**config.mk**
```make
export PLATFORM = sky130hd
export DESIGN_NAME = fp_norm_ctrl
export DESIGN_NICKNAME = d
export VERILOG_FILES = /design/src/rtl/fp_pkg.sv /design/src/rtl/find1.sv /design/src/rtl/fp_norm_ctrl.sv
export SDC_FILE = /design/constraint.sdc
export NUM_CORES = 1
export LEC_CHECK = 0
export BUFFER_PORTS_ARGS = -buffer_cell sky130_fd_sc_hd__buf_2
export CAP_MARGIN = 20
export CORE_MARGIN = 4
export CORE_UTILIZATION = 58
export DETAILED_ROUTE_END_ITERATION = 12
export GPL_TIMING_DRIVEN = 0
export PLACE_DENSITY = 0.86
export SYNTH_ARGS = -nofsm -noshare
export SYNTH_HDL_FRONTEND = slang
export SYNTH_SLANG_ARGS = --single-unit
export TNS_END_PERCENT = 100
```
**constraint.sdc**
```tcl
create_clock -name clk -period 3.8 [get_ports clk]
set_clock_uncertainty 0.2 [all_clocks]
set_input_delay 0.38 -clock clk [delete_from_list [all_inputs] [get_ports clk]]
set_output_delay 0.38 -clock clk [all_outputs]
set_load 0.02 [all_outputs]
```
**src/rtl/fp_pkg.sv**
```systemverilog
// Shared definitions for the normalize/pack controller: FSM states,
// flag bit positions and exponent limits.
package fp_pkg;

    typedef enum logic [1:0] {
        S_IDLE   = 2'd0,
        S_DETECT = 2'd1,
        S_SHIFT  = 2'd2,
        S_PACK   = 2'd3
    } state_t;

    // out_flags = {zero, overflow, underflow}
    localparam int FLAG_ZERO = 2;
    localparam int FLAG_OVF  = 1;
    localparam int FLAG_UNF  = 0;

    localparam logic [7:0] EXP_MAX = 8'hFF;

endpackage

```
**src/rtl/find1.sv**
```systemverilog
// 25-bit leading-one detector: counts zeros above the first 1 in d[23:0]
// (bit23 downward) and flags an all-zero input.
module find1 (
    input  logic [24:0] d,
    output logic [4:0]  cnt,
    output logic        zero
);

    always_comb begin
        cnt = '0;
        // Ascending scan: the last hit is the highest set bit.
        for (int i = 0; i < 24; i++) begin
            if (d[i]) cnt = 5'(23 - i);
        end
        zero = ~|d;
    end

endmodule

```
**src/rtl/fp_norm_ctrl.sv**
```systemverilog
// Multi-cycle normalizer: takes an unnormalized sign/exp/mantissa, shifts it
// into place and packs an IEEE-754 single (truncating, flush-to-zero).
module fp_norm_ctrl
    import fp_pkg::*;
(
    input  logic        clk,
    input  logic        rst_n,
    input  logic        in_valid,
    output logic        in_ready,
    input  logic        in_sign,
    input  logic [7:0]  in_exp,
    input  logic [24:0] in_mant,
    output logic        out_valid,
    input  logic        out_ready,
    output logic [31:0] out_fp,
    output logic [2:0]  out_flags,
    output logic        busy
);

    state_t      state, state_nxt;
    logic        op_sign;
    logic [7:0]  op_exp;
    logic [24:0] op_mant;
    logic [4:0]  lz_r, lz_w;
    logic        zero_r, zero_w;
    logic [31:0] res_fp;
    logic [2:0]  res_flags;
    logic [8:0]  e9, e_new;
    logic [23:0] m_shl;

    find1 u_find1 (
        .d    (op_mant),
        .cnt  (lz_w),
        .zero (zero_w)
    );

    assign in_ready  = (state == S_IDLE);
    assign out_valid = (state == S_PACK);
    assign busy      = (state != S_IDLE);

    always_comb begin
        state_nxt = state;
        case (state)
            S_IDLE:   if (in_valid && in_ready) state_nxt = S_DETECT;
            S_DETECT: state_nxt = S_SHIFT;
            S_SHIFT:  state_nxt = S_PACK;
            S_PACK:   if (out_ready) state_nxt = S_IDLE;
            default:  state_nxt = S_IDLE;
        endcase
    end

    // Exponent math is 9 bits so carry-increment and lz compare never wrap.
    always_comb begin
        e9        = {1'b0, op_exp};
        e_new     = '0;
        m_shl     = op_mant[23:0] << lz_r;
        res_fp    = '0;
        res_flags = '0;
        if (zero_r) begin
            res_fp              = {op_sign, 31'b0};
            res_flags[FLAG_ZERO] = 1'b1;
        end else if (op_exp == EXP_MAX || (op_mant[24] && (e9 + 9'd1) >= 9'd255)) begin
            res_fp              = {op_sign, EXP_MAX, 23'b0};
            res_flags[FLAG_OVF] = 1'b1;
        end else if (op_mant[24]) begin
            e_new  = e9 + 9'd1;
            res_fp = {op_sign, e_new[7:0], op_mant[23:1]};
        end else if (e9 > {4'b0, lz_r}) begin
            e_new  = e9 - {4'b0, lz_r};
            res_fp = {op_sign, e_new[7:0], m_shl[22:0]};
        end else begin
            res_fp              = {op_sign, 31'b0};
            res_flags[FLAG_UNF] = 1'b1;
        end
    end

    always_ff @(posedge clk or negedge rst_n) begin
        if (!rst_n) begin
            state     <= S_IDLE;
            op_sign   <= 1'b0;
            op_exp    <= '0;
            op_mant   <= '0;
            lz_r      <= '0;
            zero_r    <= 1'b0;
            out_fp    <= '0;
            out_flags <= '0;
        end else begin
            state <= state_nxt;
            if (in_valid && in_ready) begin
                op_sign <= in_sign;
                op_exp  <= in_exp;
                op_mant <= in_mant;
            end
            if (state == S_DETECT) begin
                lz_r   <= lz_w;
                zero_r <= zero_w;
            end
            // Result is captured only on the SHIFT->PACK edge, so it stays put while stalled.
            if (state == S_SHIFT) begin
                out_fp    <= res_fp;
                out_flags <= res_flags;
            end
        end
    end

endmodule

```
Word-level counts from Yosys, hierarchy flattened. Index checks and enable logic that the tools add are counted.

Flip-flop bits (word level): 77. Input port bits: 38. Output and inout port bits: 38. Word-level logic and storage cells: 64.

$add $sub $neg: 2. Magnitude comparators: 2. Equal/unequal tests: 6. Shift operators: 1. Mux-type cells: 37. Reduce and logical (&&, ||, !) cells: 8.

Operators by type and width (number): $mux 31 (4); $mux 5 (24); $reduce_or 25->1 (1); $shl 24x5->23 (1); $add 8x1->9 const B (1); $ge 9x8->1 const B (1); $eq 8x8->1 const B (1); $gt 8x5->1 (1); $pmux 2 s4 (1); $sub 8x5->8 (1); $mux 2 (3); $mux 1 (5); $eq 2x2->1 const B (2); $ne 2x1->1 const B (2); $eq 2x1->1 const B (1); $logic_and 1x1->1 (2); $logic_not 2->1 (1); $reduce_and 2->1 (1); $reduce_bool 2->1 (1); $logic_not 1->1 (1); $logic_or 1x1->1 (1).

Depth between registers and ports, before layout. Gate-level depths: netlist of the first run.

Depth in word-level cells: 24. Depth in mapped cells: 10. Depth with buffers taken out: 10.

Cells and area by module. A second synthesis of the first run with hierarchy kept.

Cells, all modules: 500. Area, all modules: 5072.4 um^2.

By module, submodules not included: fp_norm_ctrl (times used 1, cells each 451, area each 4743.3 um^2, seq. area each 1926.8 um^2); find1 (times used 1, cells each 49, area each 329.1 um^2, seq. area each 0.0 um^2).

Worst setup path after synthesis of the first run. No wires, ideal clock.

Kind: reg-to-reg. From: register lz_r[2]. To: register out_fp[0]. Library setup time: 0.126 ns. Arrival: 2.669 ns. Required time: 3.474 ns. Slack: 0.805 ns. Cell stages (with the launch flop): 11. Buffers on the path: 2. Clock period less this slack: 2.995 ns. Cell sequence: dfrtp_1 > clkbuf_1 > inv_2 > buf_1 > ha_1 > a211o_1 > o211ai_1 > a31o_2 > nor3_4 > and3_1 > a221o_1.

Word-level cells in the longest chain between the ends: 5. Elaborated cells between the ends (all ways): 6. Those cells by class: order compare (1); shift (1); mux (4).

Ends and longest elaborated chain: start, declared (line fp_norm_ctrl.sv:24) `logic [4:0] lz_r, lz_w;`; start signal, assigned (line fp_norm_ctrl.sv:95) `lz_r <= lz_w;`; $gt 8x5->1 / $shl 24x5->23 (equally long branches) (line fp_norm_ctrl.sv:68, fp_norm_ctrl.sv:56); $mux 31 * (line fp_norm_ctrl.sv:68) `end else if (e9 > {4'b0, lz_r}) begin`; $mux 31 * (line fp_norm_ctrl.sv:65) `end else if (op_mant[24]) begin`; $mux 31 * (line fp_norm_ctrl.sv:62) `end else if (op_exp == EXP_MAX || (op_mant[24] && (e9 + 9'd1) >= 9'd255)) begin`; $mux 31 * (line fp_norm_ctrl.sv:59) `if (zero_r) begin`; end signal, assigned (line fp_norm_ctrl.sv:100) `out_fp <= res_fp;`; end, declared (line fp_norm_ctrl.sv:15) `output logic [31:0] out_fp,`.

Mark *: on every way between the ends. The rest lies on a longest branch, timed or not. A chain may end at the register's enable or synchronous reset.

Final worst setup path of the first run. Same ends and word-level chain as after synthesis.

==> results.md, run 1 <==
- The critical path class is reg -> reg.
- The total leakage power is 0.00265 uW.
- Setup repair after global routing left no endpoint under its margin.
- For this run, the slowest stage of the critical path takes 0.46 ns.
- The final critical-path required period is 3.32 ns.
- Summing the areas of all xor and xnor instances in the mapped netlist gives 1.26% of the synthesized area.
- After clock tree synthesis, the clock-pin slew on the worst setup and hold paths is 0.10 ns.
- The HPWL reported at the end of detailed placement is 11200 um.
- After synthesis the netlist holds a flip-flop and latch count of 77.
- The element type at the critical path start is a flip-flop.
- The synthesized netlist contains 63 unique library cells.
- The cell taking the most area after synthesis is sky130_fd_sc_hd__dfrtp_1.
- The total track usage is 31.0%.
- The count of unresolved DRC violations after routing is 0.
- Clock tree synthesis found a total of 77 sinks.
- Summing the areas of all compound-gate instances in the mapped netlist gives 20.4% of the synthesized area.
- The first global-routing pass estimated 23900 um of wire.
- The largest delay contributor family on the critical path is compound AO/OA/AOI/OAI gates.
- The CTS tree is built.
- The routed wire length is 14700 um.
- On the final layout, the worst hold slack is 0.0413 ns.
- On the critical path, the stage with the largest delay is an instance of sky130_fd_sc_hd__ha_1.
- The die area is 0.00994 mm^2.
- The via count of the first global-routing pass was 4353.
- After synthesis, flip-flops and latches occupy 39.5% of the total area.
- The cell at the root of the clock tree is sky130_fd_sc_hd__clkbuf_8.
- By area the synthesized netlist is led by sky130_fd_sc_hd__dfrtp_1, sky130_fd_sc_hd__mux2_2, sky130_fd_sc_hd__mux2i_1, sky130_fd_sc_hd__mux4_2, sky130_fd_sc_hd__ha_1.
- The worst pin sits at a relative slew slack of 46.9%.
- The sum of buffers and inverters on the critical path is 2.
- The summed negative setup slack over all endpoints is 0 ns.
- Entering global routing, the biggest net connects 45 pins.
- The count of final max-slew check failures is 0.
- met2 is the most crowded layer.
- The number of instances resized during post-cts repair is 0.
- Clock latency on the worst-skew pair, taken at its later pin, is 0.36 ns.
- The final estimated routing congestion in global placement is 0.983.
- Summed over all layers, the global routing overflow is 0.
- The run finished with clean final reports.
- The post-detailed-route wirelength per cell is 22.2 um.
- Across the run, the number of max-cap violations was 0.
- The highest clock frequency the design can meet is 301 MHz.
- The area growth from synthesis to layout is 15.2%.
- The floorplan die height is 99.7 um.
- The number of iterations in the first detailed-routing pass is 4.
- The die boundary width is 99.7 um.
- After synthesis, the share of cell area in mux cells is 20.0%.
- For this run, the number of Yosys warnings is 0.
- The number of hold violations in the final report is 0.
- The number of design-rule violations left by the first detailed-router iteration is 376.
- At the worst endpoint, the required time is 3.85 ns.
- The final period utilization is 87.5%.
- The post-layout utilization of the core is 68.7%.
- The worst path arrival time is 3.38 ns.
- The signal on the critical path passes through clkbuf_1 > inv_2 > ha_1 > a211o_1 > o211ai_1 > a31o_2 > nor3_4 > and3_1 > a221o_1.
- The core region is 0.00818 mm^2.
- The number of port buffers is 75.
- At the pin with the least slew margin, the transition time is 0.797 ns.
- The non-filler instance count after layout is 663.
- Summing the areas of all fa, ha and maj instances in the mapped netlist gives 3.23% of the synthesized area.
- The simple-gate portion of the synthesized area is 11.5%.
- Dividing the synthesized area by the synthesized cell count gives 10.5 um^2.
- After synthesis, the largest area contributor takes up 39.5% of total cell area.
- For this run, the post-layout net count is 603.
- STA classifies the critical path endpoint as a flip-flop.
- For this block, the via count after detailed routing is 4309.
- During I/O placement, the number of pins put on the boundary was 76.
- For this configuration, the core starts out at a cell density of 59.6%.
- Setup violations remaining at the end of the flow were counted as 0.
- The netlist area before placement is 0.00487 mm^2.
- The total clock buffers created by CTS is 9.
- Using the TritonRoute via totals, the vias-per-cell ratio works out to 6.50.
- The share of cells above drive strength 1 is 30.3%.
- The kind of path behind the tightest hold check is in -> reg.
- The worst supply voltage drop on vdd is 0.555 mV.
- The total design power is 6000 uW.
- Counting flops with an async set or reset pin after synthesis yields a share of 100%.
- The met2 global-route usage is 45.7%.
- The fraction of met1 tracks used by global routing is 44.6%.
- The floorplan has 33 rows.
- Of all nets on the critical path, the largest fanout is 19.
- The synthesized net count is 516.
- The total power per unit cell area is 1070 mW/mm^2.
- After technology mapping, the gate count stands at 466.
- The initial antenna violation count is 0.
- The number of placed instances, taps included is 647.
- The clock passes through at most 2 buffers.
- In the synthesized netlist the dominant register cell turns out to be sky130_fd_sc_hd__dfrtp_1.
- Global routing used 7.85% of the available met3 tracks.
- Yosys mapped a number of flops with a built-in enable equal to 0.
- 0 antenna diodes ended up in the layout.
- The clock tree synthesis step divided the H-tree into 3 levels.
- The main combinational cell family by area after synthesis is compound AO/OA/AOI/OAI gates.
- Once detail routing completed, the nets flagged for antenna violations numbered 0.
==> through the flow <==
step	instance area, um^2	worst slack [ns]
global placement	5380	0.147
detailed placement	5400	0.165
CTS	5620	0.148
finish	5610	0.475
floorplan	4870	0.805
global route	5610	0.292
==> final timing paths <==
check | startpoint | to | slack (ns) | depth (start not counted)
min reg2reg | out_fp[28] | out_fp[28] | 0.30 | 1
max | lz_r[2] | out_fp[0] | 0.48 | 9
max reg2reg | lz_r[2] | out_fp[0] | 0.48 | 9
min in group asynchronous | rst_n | out_flags[1] | 0.31 | 2
max in group asynchronous | rst_n | op_mant[15] | 2.48 | 3
min | in_sign | op_sign | 0.04 | 2
==> cell usage in the layout (no fill, tap or decap), types with 3 or more instances in the layout <==
cell and count:
sky130_fd_sc_hd__o21a_1 3, sky130_fd_sc_hd__o2111ai_1 3, sky130_fd_sc_hd__a21oi_1 11, sky130_fd_sc_hd__inv_1 20, sky130_fd_sc_hd__xor2_1 5, sky130_fd_sc_hd__a221o_1 11, sky130_fd_sc_hd__a22o_1 9, sky130_fd_sc_hd__inv_6 3
sky130_fd_sc_hd__clkbuf_8 9, sky130_fd_sc_hd__mux2_2 53, sky130_fd_sc_hd__o211a_1 3, sky130_fd_sc_hd__a21o_1 13, sky130_fd_sc_hd__o211ai_1 5, sky130_fd_sc_hd__o21ai_0 23, sky130_fd_sc_hd__nor2_1 31, sky130_fd_sc_hd__o221ai_1 3
sky130_fd_sc_hd__mux4_2 7, sky130_fd_sc_hd__nand3_1 10, sky130_fd_sc_hd__ha_1 11, sky130_fd_sc_hd__o22ai_1 3, sky130_fd_sc_hd__nand2b_1 5, sky130_fd_sc_hd__clkbuf_1 13, sky130_fd_sc_hd__dfrtp_1 77, sky130_fd_sc_hd__nor2b_1 10
sky130_fd_sc_hd__a211o_1 6, sky130_fd_sc_hd__a31oi_1 5, sky130_fd_sc_hd__o2bb2ai_1 7, sky130_fd_sc_hd__nand2_1 28, sky130_fd_sc_hd__mux2i_1 22, sky130_fd_sc_hd__o32ai_1 3, sky130_fd_sc_hd__and3_1 4, sky130_fd_sc_hd__buf_2 81
sky130_fd_sc_hd__a221oi_1 3, sky130_fd_sc_hd__nor4_1 5, sky130_fd_sc_hd__nor3_1 5, sky130_fd_sc_hd__a211oi_1 4
==> synthesized netlist by cell type, types with 11 or more instances <==
master and number:
sky130_fd_sc_hd__dfrtp_1 77, sky130_fd_sc_hd__nor2_1 31, sky130_fd_sc_hd__o21ai_0 23, sky130_fd_sc_hd__mux2i_1 22
sky130_fd_sc_hd__nand2_1 28, sky130_fd_sc_hd__mux2_2 53, sky130_fd_sc_hd__a21oi_1 11, sky130_fd_sc_hd__clkbuf_1 13
sky130_fd_sc_hd__ha_1 11, sky130_fd_sc_hd__a21o_1 13, sky130_fd_sc_hd__inv_1 20, sky130_fd_sc_hd__a221o_1 11
==> metal layers <==
metal  vias up  share of wire (%)  wire length (um)
met5         -                  0                 0
li1       1941                  -                 -
met3        30                9.1              1340
met4         0                2.8               406
met2       233                 45              6570
met1      2105                 44              6410
==> report_power, final <==
group / internal (uW) / switching (uW) / leakage (uW)
registers: 1200 / 530 / 0.000948
clock network: 312 / 348 / 0.0000968
logic: 1550 / 2060 / 0.00160
==> layout make-up <==
cell class | instances | area, um^2
Multi-Input combinational cell | 342 | 2750
Fill cell | 669 | 2560
Sequential cell | 77 | 1930
Timing Repair Buffer | 77 | 408
Tap cell | 105 | 131
Clock buffer | 9 | 124
Buffer | 23 | 110
Inverter | 23 | 86.3
Clock inverter | 7 | 80.1
==> timing repair <==
item | CTS | global route
endpoints found under the setup margin | 0 | 6
hold endpoints to repair | 33 | 0
hold buffers | 1 | 0
buffers inserted | 0 | 0
==> sequential cells by signal, indices dropped and copies added, names as in the netlist <==
register / flops
out_flags: 3
op_sign: 1
out_fp: 32
zero_r: 1
op_exp: 8
lz_r: 5
op_mant: 25
state: 2
==> cell families (layout without fill, tap and decap cells) <==
| kind of cell | Yosys count | count (layout) |
|---|---|---|
| AOI/OAI and AO/OA | 131 | 131 |
| xor gates and xnor gates | 7 | 7 |
| adders and majority gates | 12 | 12 |
| buffers and inverters | 47 | 139 |
| DFF | 77 | 77 |
| muxes | 82 | 82 |
| and+or+nand+nor | 110 | 110 |
(Power assumes the default switching activity.)
==> inputs of run 2 (changes only) <==
--- a/config.mk
+++ b/config.mk
@@ -6,12 +6,12 @@
 export NUM_CORES = 1
 export LEC_CHECK = 0
 export BUFFER_PORTS_ARGS = -buffer_cell sky130_fd_sc_hd__buf_2
-export CAP_MARGIN = 20
 export CORE_MARGIN = 4
 export CORE_UTILIZATION = 58
 export DETAILED_ROUTE_END_ITERATION = 12
 export GPL_TIMING_DRIVEN = 0
 export PLACE_DENSITY = 0.86
+export REMOVE_ABC_BUFFERS = 1
 export SYNTH_ARGS = -nofsm -noshare
 export SYNTH_HDL_FRONTEND = slang
 export SYNTH_SLANG_ARGS = --single-unit
==> run 2 against run 1 <==
Via count down 3.0%; setup slack worse by 0.12 ns; hold slack worse by 0.0015 ns; sequential power up 6%; core utilization down 1.6 points; critical path depth unchanged; power down 5.3%; maximum frequency down 3.5%; final cell count down 3.5%; non-clock buffer count down 23; clock-buffer cell count up 2.
==> results.md, run 2 (same netlist as run 1, synthesis figures left out) <==
- The post-CTS setup buffer count is 0 (unchanged).
- The count of unresolved DRC violations after routing is 0 (unchanged).
- The die area was 0.00994 mm^2 (unchanged).
- The total leakage power came to 0.00258 uW (-2.4%).
- The slack of the worst reg-to-reg path is 0.36 ns (-0.12 ns).
- The master of the slowest instance on the critical path is sky130_fd_sc_hd__dfrtp_2.
- The maximum number of pins on one net before global-route repair is 41 (-8.9%).
- The path class of the tightest hold or removal check is in -> reg.
- The worst supply voltage drop on vdd is 0.531 mV (-4.2%).
- The largest driver fanout on the critical path is 27 (+8).
- The share of cells above drive strength 1 came to 30.1% (-0.19 points).
- Setup repair after global routing left no endpoint under its margin.
- The HPWL reported at the end of detailed placement is 8970 um (-20%).
- In the layout the commonest cells are sky130_fd_sc_hd__dfrtp_1, sky130_fd_sc_hd__buf_2, sky130_fd_sc_hd__mux2_2, sky130_fd_sc_hd__nor2_1, sky130_fd_sc_hd__nand2_1.
- The total clock buffers created by CTS was 9 (unchanged).
- In this run the clock root is driven by a sky130_fd_sc_hd__clkbuf_8.
- Leaving out fill and tap cells, the most frequent cell in the layout is sky130_fd_sc_hd__dfrtp_1.
- The initial antenna violation count came to 0 (unchanged).
- The worst path arrival time is 3.49 ns (+0.11 ns).
- The largest delay contributor family on the critical path is compound AO/OA/AOI/OAI gates.
- The via count of the first global-routing pass came to 4049 (-7.0%).
- The highest clock frequency the design can meet was 290 MHz (-3.5%).
- The routed wire length came to 12500 um (-15%).
- The largest registers in the layout are out_fp (32), op_mant (25), op_exp (8).
- The number of port buffers is 75 (unchanged).
- The slew at the pin closest to its max-slew limit was 0.856 ns (+0.0585 ns).
- The required time of the critical path came to 3.85 ns (about the same).
- The peak per-stage delay on the critical path is 0.83 ns (+0.37 ns).
- The standard cell core area was 0.00818 mm^2 (unchanged).
- Counting flops per register, the top entry is out_fp.
- The count of final max-slew check failures is 0 (unchanged).
- The post-layout utilization of the core was 67.0% (-1.6 points).
- The total number of vias is 4179 (-3.0%).
- The wire length of the first global-routing pass was 20900 um (-12%).
- Following the worst setup path forward leads to its endpoint at out_fp[0].
- The sum of buffers and inverters on the critical path is 1 (-1).
- The maximum root-to-sink buffer count is 2 (unchanged).
- The run finished with clean final reports.
- The floorplan die height is 99.7 um (unchanged).
- The relative area change from synthesis to final layout is 12.4%.
- Walking the worst path, the cells encountered are ha_1 > inv_1 > fa_1 > a211o_1 > o211ai_1 > a31o_2 > nor3_4 > and3_1 > a221o_1.
- The clock latency at the later pin of the worst-skew pair is 0.36 ns (about the same).
- The maximum level of the CTS H-tree is 3 (unchanged).
- The number of nets in the layout was 580 (-3.8%).
- The flip-flop count of the largest register, all copies and words added is 32 (unchanged).
- The filler cell count was 671 (+0.30%).
- The residual overflow from global routing is 0 (unchanged).
- The setup path with the least slack is of type reg -> reg.
- The row count is 33 (unchanged).
- The number of setup violations in the final report is 0 (unchanged).
- The number of hold violations in the final report is 0 (unchanged).
- The starting density of the core came to 59.6% (unchanged).
- The element type at the critical path start is a flip-flop.
- The critical register-to-register path startpoint is lz_r[0].
- The number of iterations in the first detailed-routing pass was 5 (+1).
- The total track usage came to 26.5% (-4.5 points).
- The final period utilization is 90.6% (+3.2 points).
- The path length in cells of the critical path came to 9 (unchanged).
- The total power per unit cell area is 1040 mW/mm^2 (-3.0%).
- The most critical setup path has its startpoint at lz_r[0].
- The final estimated routing congestion in global placement came to 0.960 (-2.4%).
- The worst reg2reg path endpoint is out_fp[0].
- The post-detailed-route wirelength per cell came to 19.6 um (-12%).
- The summed negative setup slack over all endpoints is 0 ns (unchanged).
- The final critical-path required period is 3.44 ns (+0.120 ns).
- The category of the worst setup path capture point is a flip-flop.
- The max capacitance violation total is 0 (unchanged).
- The clock slew seen by the registers of the worst setup and hold paths is 0.08 ns (-0.02 ns).
- The residual antenna-violating net count after detailed routing is 0 (unchanged).
- The number of design-rule violations left by the first detailed-router iteration is 334 (-11%).
- TritonCTS built the clock tree.
- The worst relative slew slack came to 42.9% (-4.0 points).
- The number of cells traversed by the worst register-to-register path was 9 (unchanged).
- The top-level I/O count came to 76 (unchanged).
- The count of inserted antenna diode cells is 0 (unchanged).
- The total number of clock tree sinks is 77 (unchanged).
- The die boundary width is 99.7 um (unchanged).
- The per-cell via count in the routed design is 6.53 (+0.47%).
[run 2: changes by cell type in the layout (fill, tap and decap cells not counted), moves of 2 or more]
cell                       previous run  this run
sky130_fd_sc_hd__clkbuf_1            13         1
sky130_fd_sc_hd__buf_2               81        74
sky130_fd_sc_hd__buf_6                2         0
sky130_fd_sc_hd__clkinv_2             0         2
sky130_fd_sc_hd__inv_6                3         1
[run 2: where the power goes]
group	internal (uW)	switching (uW)
sequential	1200	625
clock	256	315
combinational	1500	1780
total	2960	2720
[run 2: per-stage QoR]
step | total power [uW] | worst slack [ns] | cell area (um^2) | hold slack, ns | std cells
detailed placement | 5030 | 0.0395 | 5290 | 0.176 | 623
CTS | 5640 | 0.00306 | 5480 | 0.0342 | 640
finish | 5680 | 0.356 | 5480 | 0.0398 | 640
floorplan | 4090 | 0.529 | 4760 | -0.116 | 442
global placement | 4920 | 0.154 | 5270 | 0.263 | 622
global route | 6080 | 0.206 | 5480 | 0.0369 | 640
[run 2: area by class of cell]
class / instances / area (um^2) / area share, %
clock buffer: 11 / 141 / 2.58
clock inverter: 5 / 35.0 / 0.639
inverter: 23 / 86.3 / 1.58
multi-input combinational: 342 / 2750 / 50.2
sequential: 77 / 1930 / 35.2
tap: 105 / 131 / 2.40
timing repair buffer: 77 / 408 / 7.44
[run 2: worst reg2reg max path, cell delays in order (launching register included)]
cell	delay, ns
sky130_fd_sc_hd__dfrtp_2	0.83
sky130_fd_sc_hd__ha_1	0.32
sky130_fd_sc_hd__inv_1	0.07
sky130_fd_sc_hd__fa_1	0.42
sky130_fd_sc_hd__a211o_1	0.28
sky130_fd_sc_hd__o211ai_1	0.28
sky130_fd_sc_hd__a31o_2	0.38
sky130_fd_sc_hd__nor3_4	0.11
sky130_fd_sc_hd__and3_1	0.18
sky130_fd_sc_hd__a221o_1	0.26
[run 2: per-layer routing]
metal	part of all wire [%]	vias up	global-route usage, %
li1	-	1893	-
met1	42	2068	37.8
met2	48	193	41.6
met3	7.9	25	4.84
met4	1.9	0	7.77
met5	0	-	0
[run 2: worst min-delay path by stage]
stage	start	endpoint	slack (ns)	cells after the start
after floorplan	rst_n	lz_r[0]	-0.12	0
after global placement	out_fp[29]	out_fp[29]	0.26	1
after detailed placement	rst_n	out_flags[1]	0.18	1
after CTS	in_mant[20]	op_mant[20]	0.03	2
after global routing	in_mant[1]	op_mant[1]	0.04	2
final	in_mant[20]	op_mant[20]	0.04	2
[run 2: what timing repair did]
item | CTS | global route
resized for setup | 0 | 1
hold buffers | 1 | 0
endpoints found under the setup margin | 0 | 23
hold endpoints to repair | 37 | 0
==> inputs of run 3 (changes only) <==
--- a/config.mk
+++ b/config.mk
@@ -14,5 +14,6 @@
 export REMOVE_ABC_BUFFERS = 1
 export SYNTH_ARGS = -nofsm -noshare
 export SYNTH_HDL_FRONTEND = slang
+export SYNTH_HIERARCHICAL = 1
 export SYNTH_SLANG_ARGS = --single-unit
 export TNS_END_PERCENT = 100
==> constraint.sdc (replaced) <==
create_clock -name clk -period 4.4 [get_ports clk]
set_clock_uncertainty 0.2 [all_clocks]
set_input_delay 0.44 -clock clk [delete_from_list [all_inputs] [get_ports clk]]
set_output_delay 0.44 -clock clk [all_outputs]
set_load 0.02 [all_outputs]
==> run 3 against run 2 <==
Critical path depth unchanged; sequential share of layout area decreased by 1.2 points; register-to-register slack improved by 0.11 ns; core utilization increased by 1.0 points; synthesized cell count increased by 7.3%; first-iteration DRC count increased by 40%; final area increased by 3.6%; die area increased by 3.7%; non-clock buffer count unchanged; critical endpoint is now out_fp[9].
==> results.md, run 3 <==
- The minimum setup slack after placement is 0.537 ns (+0.498 ns).
- The number of port buffers is 75 (unchanged).
- The xor and xnor fraction of the mapped netlist area is 0.691% (-0.57 points).
- Among all stages on the critical path, the largest delay is contributed by sky130_fd_sc_hd__dfrtp_1.
- The count of unresolved DRC violations after routing came to 0 (unchanged).
- The critical path is of the reg -> reg type.
- The routed wire length is 13900 um (+11%).
- The register containing the most flip-flops in the final layout is out_fp.
- The total leakage power is 0.00262 uW (+1.3%).
- The count of state elements after synthesis is 77 (unchanged).
- The number of placed instances, taps included is 655 (+5.1%).
- The worst relative slew slack is 10.8% (-32 points).
- The most frequent standard cell in the layout excluding fill and tap cells is sky130_fd_sc_hd__dfrtp_1.
- The non-filler instance count after layout is 672 (+5.0%).
- The required time of the critical path is 4.45 ns (+0.60 ns).
- The switching power of the nets is 2500 uW (-8.2%).
- The warning count from the yosys run is 6 (+6).
- The top-level I/O count is 76 (unchanged).
- The floorplan die height was 102 um (+1.8%).
- The netlist area before placement is 0.00507 mm^2 (+4.1%).
- The maximum root-to-sink buffer count is 2 (unchanged).
- The complex-gate fraction of the synthesized area is 19.7% (-0.69 points).
- The internal power was 2620 uW (-12%).
- The die boundary width was 102 um (+1.8%).
- By instance count, the leading cell after synthesis is sky130_fd_sc_hd__dfrtp_1.
- Leaving out fill and tap cells, the most frequent cells in the layout are sky130_fd_sc_hd__dfrtp_1, sky130_fd_sc_hd__buf_2, sky130_fd_sc_hd__mux2_2, sky130_fd_sc_hd__nand2_1, sky130_fd_sc_hd__nor2_1.
- The run finished with clean final reports.
- The maximum level of the CTS H-tree came to 3 (unchanged).
- Setup repair after global routing left no endpoint under its margin.
- The final estimated routing congestion in global placement was 0.981 (+2.2%).
- The element type at the critical path start is a flip-flop.
- The post-layout worst setup margin came to 0.463 ns (+0.108 ns).
- The synthesized area per cell is 10.1 um^2 (-3.0%).
- The standard cell core area came to 0.00834 mm^2 (+2.0%).
- The number of distinct library cell variants in the gate-level netlist after synthesis is 70 (+11%).
- The number of flops mapped to enable cells by yosys came to 0 (unchanged).
- The simple-gate portion of the synthesized area was 14.5% (+3.0 points).
- The wire length of the first global-routing pass is 22500 um (+7.5%).
- CTS placed an instance of sky130_fd_sc_hd__clkbuf_8 at the clock tree root.
- The final period utilization is 89.5% (-1.2 points).
- The largest registers in the layout are out_fp (32), op_mant (25), op_exp (8).
- Ranked by instance count, the synthesized netlist is headed by sky130_fd_sc_hd__dfrtp_1, sky130_fd_sc_hd__mux2_2, sky130_fd_sc_hd__nand2_1.
- The number of iterations in the first detailed-routing pass came to 4 (-1).
- The residual overflow from global routing is 0 (unchanged).
- The instance count of the mapped netlist is 500 (+7.3%).
- The highest clock frequency the design can meet is 254 MHz (-13%).
- The maximum number of pins on one net before global-route repair is 78 (+90%).
- The fraction of power consumed by combinational cells is 57.2% (-0.6 points).
- From synthesis to final layout, the design area changed by 11.9%.
- The filler cell count is 685 (+2.1%).
- The source of the critical timing path is lz_r[0].
- The post-synthesis async set-or-reset flop share came to 100% (unchanged).
- The summed negative setup slack over all endpoints is 0 ns (unchanged).
- The arithmetic-cell share of the synthesized area counting full adders, half adders and majority gates is 3.11% (-0.13 points).
- The total track usage is 27.9% (+1.4 points).
- The sequential-to-total area share from yosys stat is 38.0% (-1.5 points).
- The total number of vias came to 4494 (+7.5%).
- STA classifies the critical path endpoint as a flip-flop.
- The sum of buffers and inverters on the critical path came to 1 (unchanged).
- The flip-flop count of the largest register, all copies and words added is 32 (unchanged).
- The peak per-stage delay on the critical path is 1.24 ns (+0.41 ns).
- The share of synthesized area spent on multiplexers is 20.0% (+0.035 points).
- The number of hold violations in the final report is 0 (unchanged).
- The max capacitance violation total is 0 (unchanged).
- The post-CTS setup buffer count is 0 (unchanged).
- The number of nets in the layout is 612 (+5.5%).
- The flip-flop cell with the highest count after synthesis is sky130_fd_sc_hd__dfrtp_1.
- The count of final max-slew check failures was 0 (unchanged).
- The initial antenna violation count is 0 (unchanged).
- Ranked by total cell area, the synthesized netlist is headed by sky130_fd_sc_hd__dfrtp_1, sky130_fd_sc_hd__mux2_2, sky130_fd_sc_hd__mux2i_1, sky130_fd_sc_hd__o21ai_0, sky130_fd_sc_hd__nand2_1.
- The largest driver fanout on the critical path is 30 (+11%).
- The cell taking the most area after synthesis is sky130_fd_sc_hd__dfrtp_1.
- The total number of clock tree sinks is 77 (unchanged).
- The post-detailed-route wirelength per cell is 20.6 um (+5.3%).
- The critical hold path startpoint is in_exp[2].
- The residual antenna-violating net count after detailed routing is 0 (unchanged).
- The clock slew seen by the registers of the worst setup and hold paths is 0.08 ns (about the same).
- The number of setup violations in the final report is 0 (unchanged).
- The slew at the pin closest to its max-slew limit is 1.34 ns (+0.482 ns).
- The area used by multi-input combinational logic is 0.00294 mm^2 (+7.1%).
- Traced cell by cell, the critical path runs through ha_1 > inv_1 > fa_1 > a211oi_1 > o21ai_0 > a211o_1 > nand2_1 > o21ai_0 > a211o_1.
- The starting density of the core was 60.8% (+1.2 points).
- The area share of the leading cell type in the synthesized netlist was 38.0% (-1.5 points).
- The total power per unit cell area is 902 mW/mm^2 (-13%).
- The worst hold-check slack came to 0.102 ns (+0.0626 ns).
- The critical register-to-register path startpoint is lz_r[0].
- The share of cells above drive strength 1 is 28.9% (-1.2 points).
- The per-cell via count in the routed design was 6.69 (+2.4%).
- The fraction of power spent switching nets is 48.9% (+0.94 points).
- The worst hold path belongs to the class in -> reg.
- The worst path arrival time is 3.98 ns (+0.49 ns).
- The number of design-rule violations left by the first detailed-router iteration was 466 (+40%).
- The total clock buffers created by CTS was 9 (unchanged).
- The final critical-path required period is 3.94 ns (+0.492 ns).
- The clock share of power was 9.8% (-0.2 points).
- The die area was 0.0103 mm^2 (+3.7%).
- The worst supply voltage drop on vdd is 0.509 mV (-4.2%).
- The HPWL reported at the end of detailed placement is 9790 um (+9.2%).
- The clock latency at the later pin of the worst-skew pair is 0.36 ns (about the same).
- The area used by sequential logic in the layout is 0.00193 mm^2 (about the same).
- The proportion of power drawn by flip-flops and latches came to 33.0% (+0.9 points).
- The CTS tree is built.
- The largest delay contributor family on the critical path is compound AO/OA/AOI/OAI gates.
- After synthesis, the largest family of logic cells by area is multiplexers.
- The count of inserted antenna diode cells was 0 (unchanged).
- The via count of the first global-routing pass is 4360 (+7.7%).
- The row count is 33 (unchanged).
- The number of instances resized during post-cts repair is 0 (unchanged).
==> run 3: cells by family (layout without fill, tap and decap cells) <==
kind of cell | Yosys count | in the layout
flops | 77 | 77
simple gates | 135 | 135
fa+ha+maj | 12 | 12
buf+inv | 47 | 114
mux | 86 | 86
compound gates | 139 | 139
xor+xnor | 4 | 4
==> run 3: final cells by class <==
class                           count  area share (%)
Clock buffer                       13            2.80
Clock inverter                      3           0.353
Inverter                           21            1.39
Multi-Input combinational cell    376            51.9
Sequential cell                    77            34.0
Tap cell                          105            2.31
Timing Repair Buffer               77            7.32
==> run 3: worst paths after layout <==
kind                          endpoint  slack, ns  depth (start not counted)
hold reg to reg             out_fp[26]       0.29                          1
min in group asynchronous  op_mant[22]       0.42                          3
hold / removal               op_exp[2]       0.10                          2
max in group asynchronous   op_mant[2]       3.26                          3
setup reg to reg             out_fp[9]       0.46                          9
setup / recovery             out_fp[9]       0.46                          9
==> run 3: metal layers <==
metal	global-route usage, %	wire length [um]	share of wire (%)
met3	5.37	1270	9.1
met4	8.49	282	2.0
met1	39.2	5860	42
met5	0	0	0
met2	43.9	6440	46
==> run 3: stage by stage <==
| stage | utilization [%] | power, uW | cell area [um^2] |
|---|---|---|---|
| 2_1_floorplan | - | 3640 | 4950 |
| 3_3_place_gp | 65.4 | 4420 | 5450 |
| 3_5_place_dp | 65.8 | 4530 | 5480 |
| 4_1_cts | 68.0 | 5050 | 5670 |
| 5_1_grt | 68.0 | 5450 | 5680 |
| 6_report | 68.0 | 5120 | 5680 |
==> run 3: worst reg2reg max path, stage by stage (launching register included) <==
cell and delay, ns:
sky130_fd_sc_hd__dfrtp_1 1.24, sky130_fd_sc_hd__ha_1 0.36, sky130_fd_sc_hd__inv_1 0.06, sky130_fd_sc_hd__fa_1 0.43, sky130_fd_sc_hd__a211oi_1 0.29, sky130_fd_sc_hd__o21ai_0 0.24
sky130_fd_sc_hd__a211o_1 0.37, sky130_fd_sc_hd__nand2_1 0.20, sky130_fd_sc_hd__o21ai_0 0.14, sky130_fd_sc_hd__a211o_1 0.30
==> run 3: repair_timing <==
action | 4_1_cts | 5_1_grt
endpoints found under the hold margin | 77 | 0
setup endpoints to repair | 0 | 0
hold buffers | 1 | 0
==> run 3: power by group through the flow <==
stage | Clock, uW | Combinational (uW) | Sequential (uW)
CTS | 508 | 2880 | 1660
detailed placement | 0 | 2860 | 1670
finish | 503 | 2930 | 1690
global placement | 0 | 2770 | 1640
floorplan | 0 | 2010 | 1630
global route | 533 | 3180 | 1740
